<file path="config.mk">
export PLATFORM = sky130hd
export DESIGN_NAME = net_endpoint_adapter
export DESIGN_NICKNAME = d
export VERILOG_FILES = /design/src/rtl/net_msgs_pkg.sv /design/src/rtl/net_endpoint_tag_table.sv /design/src/rtl/net_endpoint_adapter.sv
export SDC_FILE = /design/constraint.sdc
export NUM_CORES = 1
export LEC_CHECK = 0
export CAP_MARGIN = 40
export CORE_MARGIN = 4
export CORE_UTILIZATION = 35
export DETAILED_ROUTE_END_ITERATION = 7
export GPL_TIMING_DRIVEN = 0
export PLACE_DENSITY = 0.76
export REMOVE_ABC_BUFFERS = 1
export SYNTH_ARGS = -nofsm -noshare
export SYNTH_HDL_FRONTEND = slang
export SYNTH_SLANG_ARGS = --single-unit
</file>
<file path="constraint.sdc">
create_clock -name clk -period 6 [get_ports clk]
set_input_delay 1.2 -clock clk [delete_from_list [all_inputs] [get_ports clk]]
set_output_delay 1.2 -clock clk [all_outputs]
set_load 0.03 [all_outputs]
</file>
<file path="src/rtl/net_msgs_pkg.sv">
// net_msgs_pkg
//   Shared network message definitions used by the router and its endpoints.
//   Header layout (12 bits): dest[11:10], src[9:8], opaque[7:0].
//   Also carries the endpoint error-flag bit indices.
package net_msgs_pkg;

  localparam int NET_DEST_NBITS   = 2;
  localparam int NET_SRC_NBITS    = 2;
  localparam int NET_OPAQUE_NBITS = 8;
  localparam int NET_HDR_NBITS    = NET_DEST_NBITS + NET_SRC_NBITS + NET_OPAQUE_NBITS;

  typedef struct packed {
    logic [NET_DEST_NBITS-1:0]   dest;
    logic [NET_SRC_NBITS-1:0]    src;
    logic [NET_OPAQUE_NBITS-1:0] opaque;
  } net_hdr_t;

  // Endpoint sticky error flag bit positions
  localparam int NET_ERR_MISROUTE = 0;
  localparam int NET_ERR_SPURIOUS = 1;
  localparam int NET_ERR_NBITS    = 2;

endpackage

</file>
<file path="src/rtl/net_endpoint_tag_table.sv">
// net_endpoint_tag_table
//   Small associative table of in-flight opaque tags for the endpoint adapter.
//   Only instantiated when NET_ENDPOINT_ADAPTER_TAG_CHECK_EN is defined.
//   Ports:
//     clk, reset   - clock, synchronous active-high reset (clears all entries)
//     alloc_en     - record alloc_tag in the lowest-index free entry
//     alloc_tag    - opaque to record
//     lookup_en    - search for lookup_tag; on a hit the matching entry is freed
//     lookup_tag   - opaque to search for
//     hit          - combinational: lookup_tag matches a live entry
//   Allocation and free in the same cycle always target different entries
//   (one is free, the other live), so both are honoured.
module net_endpoint_tag_table
  import net_msgs_pkg::*;
#(
  parameter int p_entries = 4
) (
  input  logic                        clk,
  input  logic                        reset,
  input  logic                        alloc_en,
  input  logic [NET_OPAQUE_NBITS-1:0] alloc_tag,
  input  logic                        lookup_en,
  input  logic [NET_OPAQUE_NBITS-1:0] lookup_tag,
  output logic                        hit
);

  localparam int IDX_W = (p_entries > 1) ? $clog2(p_entries) : 1;

  logic [p_entries-1:0]        valid_reg;
  logic [NET_OPAQUE_NBITS-1:0] tag_reg [p_entries];
  logic [p_entries-1:0]        match;
  logic [IDX_W-1:0]            alloc_idx;
  logic                        alloc_ok;
  logic [IDX_W-1:0]            free_idx;

  // Descending scan so the lowest qualifying index wins.
  always_comb begin
    alloc_idx = '0;
    alloc_ok  = 1'b0;
    free_idx  = '0;
    for (int i = p_entries - 1; i >= 0; i--) begin
      if (!valid_reg[i]) begin
        alloc_idx = IDX_W'(i);
        alloc_ok  = 1'b1;
      end
      if (match[i]) begin
        free_idx = IDX_W'(i);
      end
    end
  end

  assign hit = |match;

  genvar gi;
  generate
    for (gi = 0; gi < p_entries; gi++) begin : g_entry
      assign match[gi] = valid_reg[gi] && (tag_reg[gi] == lookup_tag);

      always_ff @(posedge clk) begin
        if (reset) begin
          valid_reg[gi] <= 1'b0;
          tag_reg[gi]   <= '0;
        end else if (alloc_en && alloc_ok && (alloc_idx == IDX_W'(gi))) begin
          valid_reg[gi] <= 1'b1;
          tag_reg[gi]   <= alloc_tag;
        end else if (lookup_en && hit && (free_idx == IDX_W'(gi))) begin
          valid_reg[gi] <= 1'b0;
        end
      end
    end
  endgenerate

endmodule

</file>
<file path="src/rtl/net_endpoint_adapter.sv">
// net_endpoint_adapter
//   Terminal-side endpoint of the network. Builds headers for client requests
//   (src = p_router_id, opaque = rolling 8-bit tag) and injects them into the
//   router; accepts ejected messages, filters misrouted / unexpected ones and
//   hands good responses to the client. In-flight requests are bounded by
//   p_max_outstanding.
//   Optional feature: define NET_ENDPOINT_ADAPTER_TAG_CHECK_EN to match each
//   response's opaque against a table of injected tags; otherwise any
//   dest-matching response with a request outstanding is accepted.
//   Ports:
//     clk, reset                       - clock, synchronous active-high reset
//     req_dest/req_payload/req_val/req_rdy         - client request in
//     out_msg_hdr/out_msg_payload/out_val/out_rdy  - injection to router
//     in_msg_hdr/in_msg_payload/in_val/in_rdy      - ejection from router
//     resp_src/resp_opaque/resp_payload/resp_val/resp_rdy - response to client
//     err                              - sticky [0] misroute, [1] spurious
module net_endpoint_adapter
  import net_msgs_pkg::*;
#(
  parameter int p_router_id       = 0,
  parameter int p_payload_nbits   = 32,
  parameter int p_max_outstanding = 4
) (
  input  logic                        clk,
  input  logic                        reset,
  input  logic [NET_DEST_NBITS-1:0]   req_dest,
  input  logic [p_payload_nbits-1:0]  req_payload,
  input  logic                        req_val,
  output logic                        req_rdy,
  output logic [NET_HDR_NBITS-1:0]    out_msg_hdr,
  output logic [p_payload_nbits-1:0]  out_msg_payload,
  output logic                        out_val,
  input  logic                        out_rdy,
  input  logic [NET_HDR_NBITS-1:0]    in_msg_hdr,
  input  logic [p_payload_nbits-1:0]  in_msg_payload,
  input  logic                        in_val,
  output logic                        in_rdy,
  output logic [NET_SRC_NBITS-1:0]    resp_src,
  output logic [NET_OPAQUE_NBITS-1:0] resp_opaque,
  output logic [p_payload_nbits-1:0]  resp_payload,
  output logic                        resp_val,
  input  logic                        resp_rdy,
  output logic [NET_ERR_NBITS-1:0]    err
);

  localparam int OUT_W = $clog2(p_max_outstanding + 1);

  // Inject register
  net_hdr_t                    out_hdr_reg;
  logic [p_payload_nbits-1:0]  out_payload_reg;
  logic                        out_val_reg;
  logic [NET_OPAQUE_NBITS-1:0] tag_reg;

  // Eject register
  logic [NET_SRC_NBITS-1:0]    resp_src_reg;
  logic [NET_OPAQUE_NBITS-1:0] resp_opaque_reg;
  logic [p_payload_nbits-1:0]  resp_payload_reg;
  logic                        resp_val_reg;

  logic [OUT_W-1:0]            outstanding_reg;
  logic [OUT_W-1:0]            outstanding_next;
  logic [NET_ERR_NBITS-1:0]    err_reg;
  logic [NET_ERR_NBITS-1:0]    err_next;

  logic     req_xfer;
  logic     out_xfer;
  logic     in_xfer;
  logic     resp_xfer;
  net_hdr_t in_hdr;
  net_hdr_t new_hdr;
  logic     dest_ok;
  logic     credit_ok;
  logic     resp_good;

  assign in_hdr  = net_hdr_t'(in_msg_hdr);
  assign dest_ok = (in_hdr.dest == NET_DEST_NBITS'(p_router_id));

  assign req_rdy   = (!out_val_reg || out_rdy) &&
                     (outstanding_reg < OUT_W'(p_max_outstanding));
  assign in_rdy    = !resp_val_reg || resp_rdy;

  assign req_xfer  = req_val && req_rdy;
  assign out_xfer  = out_val_reg && out_rdy;
  assign in_xfer   = in_val && in_rdy;
  assign resp_xfer = resp_val_reg && resp_rdy;

  assign new_hdr.dest   = req_dest;
  assign new_hdr.src    = NET_SRC_NBITS'(p_router_id);
  assign new_hdr.opaque = tag_reg;

`ifdef NET_ENDPOINT_ADAPTER_TAG_CHECK_EN
  logic tag_hit;

  net_endpoint_tag_table #(
    .p_entries (p_max_outstanding)
  ) u_tag_table (
    .clk        (clk),
    .reset      (reset),
    .alloc_en   (req_xfer),
    .alloc_tag  (tag_reg),
    .lookup_en  (in_xfer && dest_ok),
    .lookup_tag (in_hdr.opaque),
    .hit        (tag_hit)
  );

  // Live entries equal outstanding requests, so a hit implies credit.
  assign credit_ok = tag_hit;
`else
  // A request accepted this very cycle counts as outstanding for the check.
  assign credit_ok = (outstanding_reg != '0) || req_xfer;
`endif

  assign resp_good = in_xfer && dest_ok && credit_ok;

  always_comb begin
    outstanding_next = outstanding_reg;
    case ({req_xfer, resp_good})
      2'b10:   outstanding_next = outstanding_reg + 1'b1;
      2'b01:   outstanding_next = outstanding_reg - 1'b1;
      default: outstanding_next = outstanding_reg;
    endcase
  end

  always_comb begin
    err_next = err_reg;
    if (in_xfer && !dest_ok) begin
      err_next[NET_ERR_MISROUTE] = 1'b1;
    end
    if (in_xfer && dest_ok && !credit_ok) begin
      err_next[NET_ERR_SPURIOUS] = 1'b1;
    end
  end

  always_ff @(posedge clk) begin
    if (reset) begin
      out_hdr_reg      <= '0;
      out_payload_reg  <= '0;
      out_val_reg      <= 1'b0;
      tag_reg          <= '0;
      resp_src_reg     <= '0;
      resp_opaque_reg  <= '0;
      resp_payload_reg <= '0;
      resp_val_reg     <= 1'b0;
      outstanding_reg  <= '0;
      err_reg          <= '0;
    end else begin
      if (req_xfer) begin
        out_hdr_reg     <= new_hdr;
        out_payload_reg <= req_payload;
        out_val_reg     <= 1'b1;
        tag_reg         <= tag_reg + 1'b1;  // wraps 255 -> 0
      end else if (out_xfer) begin
        out_val_reg <= 1'b0;
      end

      if (resp_good) begin
        resp_src_reg     <= in_hdr.src;
        resp_opaque_reg  <= in_hdr.opaque;
        resp_payload_reg <= in_msg_payload;
        resp_val_reg     <= 1'b1;
      end else if (resp_xfer) begin
        resp_val_reg <= 1'b0;
      end

      outstanding_reg <= outstanding_next;
      err_reg         <= err_next;
    end
  end

  assign out_msg_hdr     = out_hdr_reg;
  assign out_msg_payload = out_payload_reg;
  assign out_val         = out_val_reg;
  assign resp_src        = resp_src_reg;
  assign resp_opaque     = resp_opaque_reg;
  assign resp_payload    = resp_payload_reg;
  assign resp_val        = resp_val_reg;
  assign err             = err_reg;

endmodule

</file>
==> out/summary.txt <==
Routed WL per cell - 13.0 µm
final worst-path cycle share - 71.9%
outcome - complete, no violations
PD cells - 255 nW/µm²
Antenna Cells - 0
crit path max fanout - 25
Synth warnings - 0
insertion delay to the later sink of the worst-skew pair - 0.34 ns
DRC Markers - 0
synthesized flop and latch total - 99
Slew Limit Fails - 0
antenna violations before repair - 0
dpl cells - 734
total wire length - 9740 µm
commonest non-fill, non-tap cell in the layout - clkdlybuf4s50_1
Starting Density - 35.7%
element type at the critical path start - primary input
asr flop ratio synth - 0%
most frequent cells in the layout - clkdlybuf4s50_1, dfxtp_1, nand2_1
gr ovfl total - 0
post-synthesis average cell area - 9.16 µm²
CP required - 6.27 ns
IO Pins - 176
unrepaired setup endpoints after global routing - no
reg-to-reg startpoint - outstanding_reg[2]
Slew headroom - 49.0%
Area growth syn-to-layout - 51.8%
ratio of cells with drive above 1 in the final layout - 3.96%
first-pass GRT wire length - 15,500 µm
clock buffer depth - 2
MaxCap Viol Count - 0
Non-Filler Instances - 749
kind of critical path - primary input to register
CTS tree - built
DP HPWL - 7090 µm
FMAX - 232 MHz
Seq/Total Area, Yosys - 48.9%
nets - 689
clock period minus final worst setup slack - 4.32 ns
port bufs - 173
CP arrival - 4.58 ns
Post CTS Setup Buffer Count - 0
clock sink count - 99
final instance area - 6160 µm²
via count - 3,407
CTS Hold Buffers Added - 0
Reg clk slew, reported paths - 0.06 ns
final count of negative-setup-slack endpoints - 0
vias in the first global route - 3,316
Num CTS Buffers - 9
Worst setup EP type - register
Post-DP Area - 5860 µm²
Main synth FF type - dfxtp_1
CTS Root Cell - clkbuf_16
die span in y - 116 µm
R2R cell count - 10
maximum number of pins on one net before global-route repair - 76
number of gates resized after CTS - 0
DR pass1 iterations - 4
setup TNS - 0 ns
Post-DRT Antenna Nets - 0
HP Class - register to register
Post-synth EDFFs - 0
die area - 13,400 µm²
DRT iter0 DRCs - 117
Tot GR Track Use - 14.4%
site row count - 39
H-Tree Depth - 3
final hold violation count - 0
r2r endpoint - outstanding_reg[2]
Final Wtd Congestion - 0.772
Worst VDD drop - 0.133 mV
Mapped Area - 4060 µm²
Post-Synthesis Cells - 443
number of vias per cell - 4.55
P_leak - 0.00219 µW
Reg2Reg Setup Slack - 2.65 ns
clk_skew - 0.00801 ns
Netlist cell types - 33
critical path endpoint - outstanding_reg[2]
core box area - 11,400 µm²
Tightest Pin Transition - 0.760 ns
Die X - 116 µm
Worst Setup SP - out_rdy
[report_power, final]
part           internal, µW  leakage [µW]  switching (µW)
clock network           343      0.000146             229
logic                   144       0.00124             144
registers               690      0.000807            19.3
[stage by stage]
stage	hold WS (ns)	setup slack (ns)	utilization, %	total power [µW]
6_report	0.451	1.68	54.2	1570
2_1_floorplan	0.435	1.85	-	863
3_5_place_dp	0.447	1.27	51.6	1010
3_3_place_gp	0.442	0.330	50.9	1000
5_1_grt	0.470	1.42	54.2	1650
4_1_cts	0.456	1.63	54.2	1590
[per-layer routing]
metal / global-route usage (%) / wire [µm]
met1: 16.8 / 4080
met2: 23.2 / 4450
met3: 6.53 / 1030
met4: 6.03 / 182
met5: 0 / 0
[cell usage after synthesis (3+ instances only)]
cell      instances  share of area (%)
clkbuf_1         17                1.6
nand2b_1         86                 13
nand2_1          88                8.1
inv_1             3               0.28
xor2_1            3               0.65
dfxtp_1          99                 49
a21oi_1          47                5.8
mux2i_1          42                 10
nand3_1           5               0.62
buf_2             6               0.74
buf_12            4                2.0
nor2_1           14                1.3
xnor2_1           5                1.1
[final cells by class]
cell class,count,area (µm²)
fill,1044,5210
sequential,99,1980
multi-input combinational,311,1870
timing repair buffer,176,1810
clock buffer,13,260
tap,143,179
clock inverter,2,35.0
inverter,5,23.8
[cell families after synthesis]
family / count (synthesis) / share of synthesized area, %
flip-flops: 99 / 48.9
XOR/XNOR: 8 / 1.73
multiplexers: 43 / 10.6
adder cells (fa/ha/maj): 3 / 1.11
buffers and inverters: 34 / 5.24
AND/OR/NAND/NOR: 204 / 25.6
AO/OA/AOI/OAI: 51 / 6.76
other: 1 / 0.0924
[worst min path at each step]
stage | start | to | slack (ns) | depth (start not counted)
after floorplan | tag_reg[7] | out_msg_hdr[7] | 0.43 | 2
after global placement | out_msg_payload[25] | out_msg_payload[25] | 0.44 | 2
after detailed placement | out_msg_hdr[5] | out_msg_hdr[5] | 0.45 | 2
after CTS | out_msg_hdr[5] | out_msg_hdr[5] | 0.46 | 2
after global routing | out_msg_payload[13] | out_msg_payload[13] | 0.47 | 2
final | out_msg_payload[21] | out_msg_payload[21] | 0.45 | 2
[critical path, cell delays in order]
cell and delay (ns):
clkdlybuf4s50_1 0.47, and2b_1 0.27, nor2_4 0.44, clkinv_1 0.75
buf_16 0.41, ha_1 0.23, inv_1 0.07, fa_1 0.19
xor2_1 0.08, or3_1 0.31, a21oi_1 0.14
(Power assumes the default switching activity.)
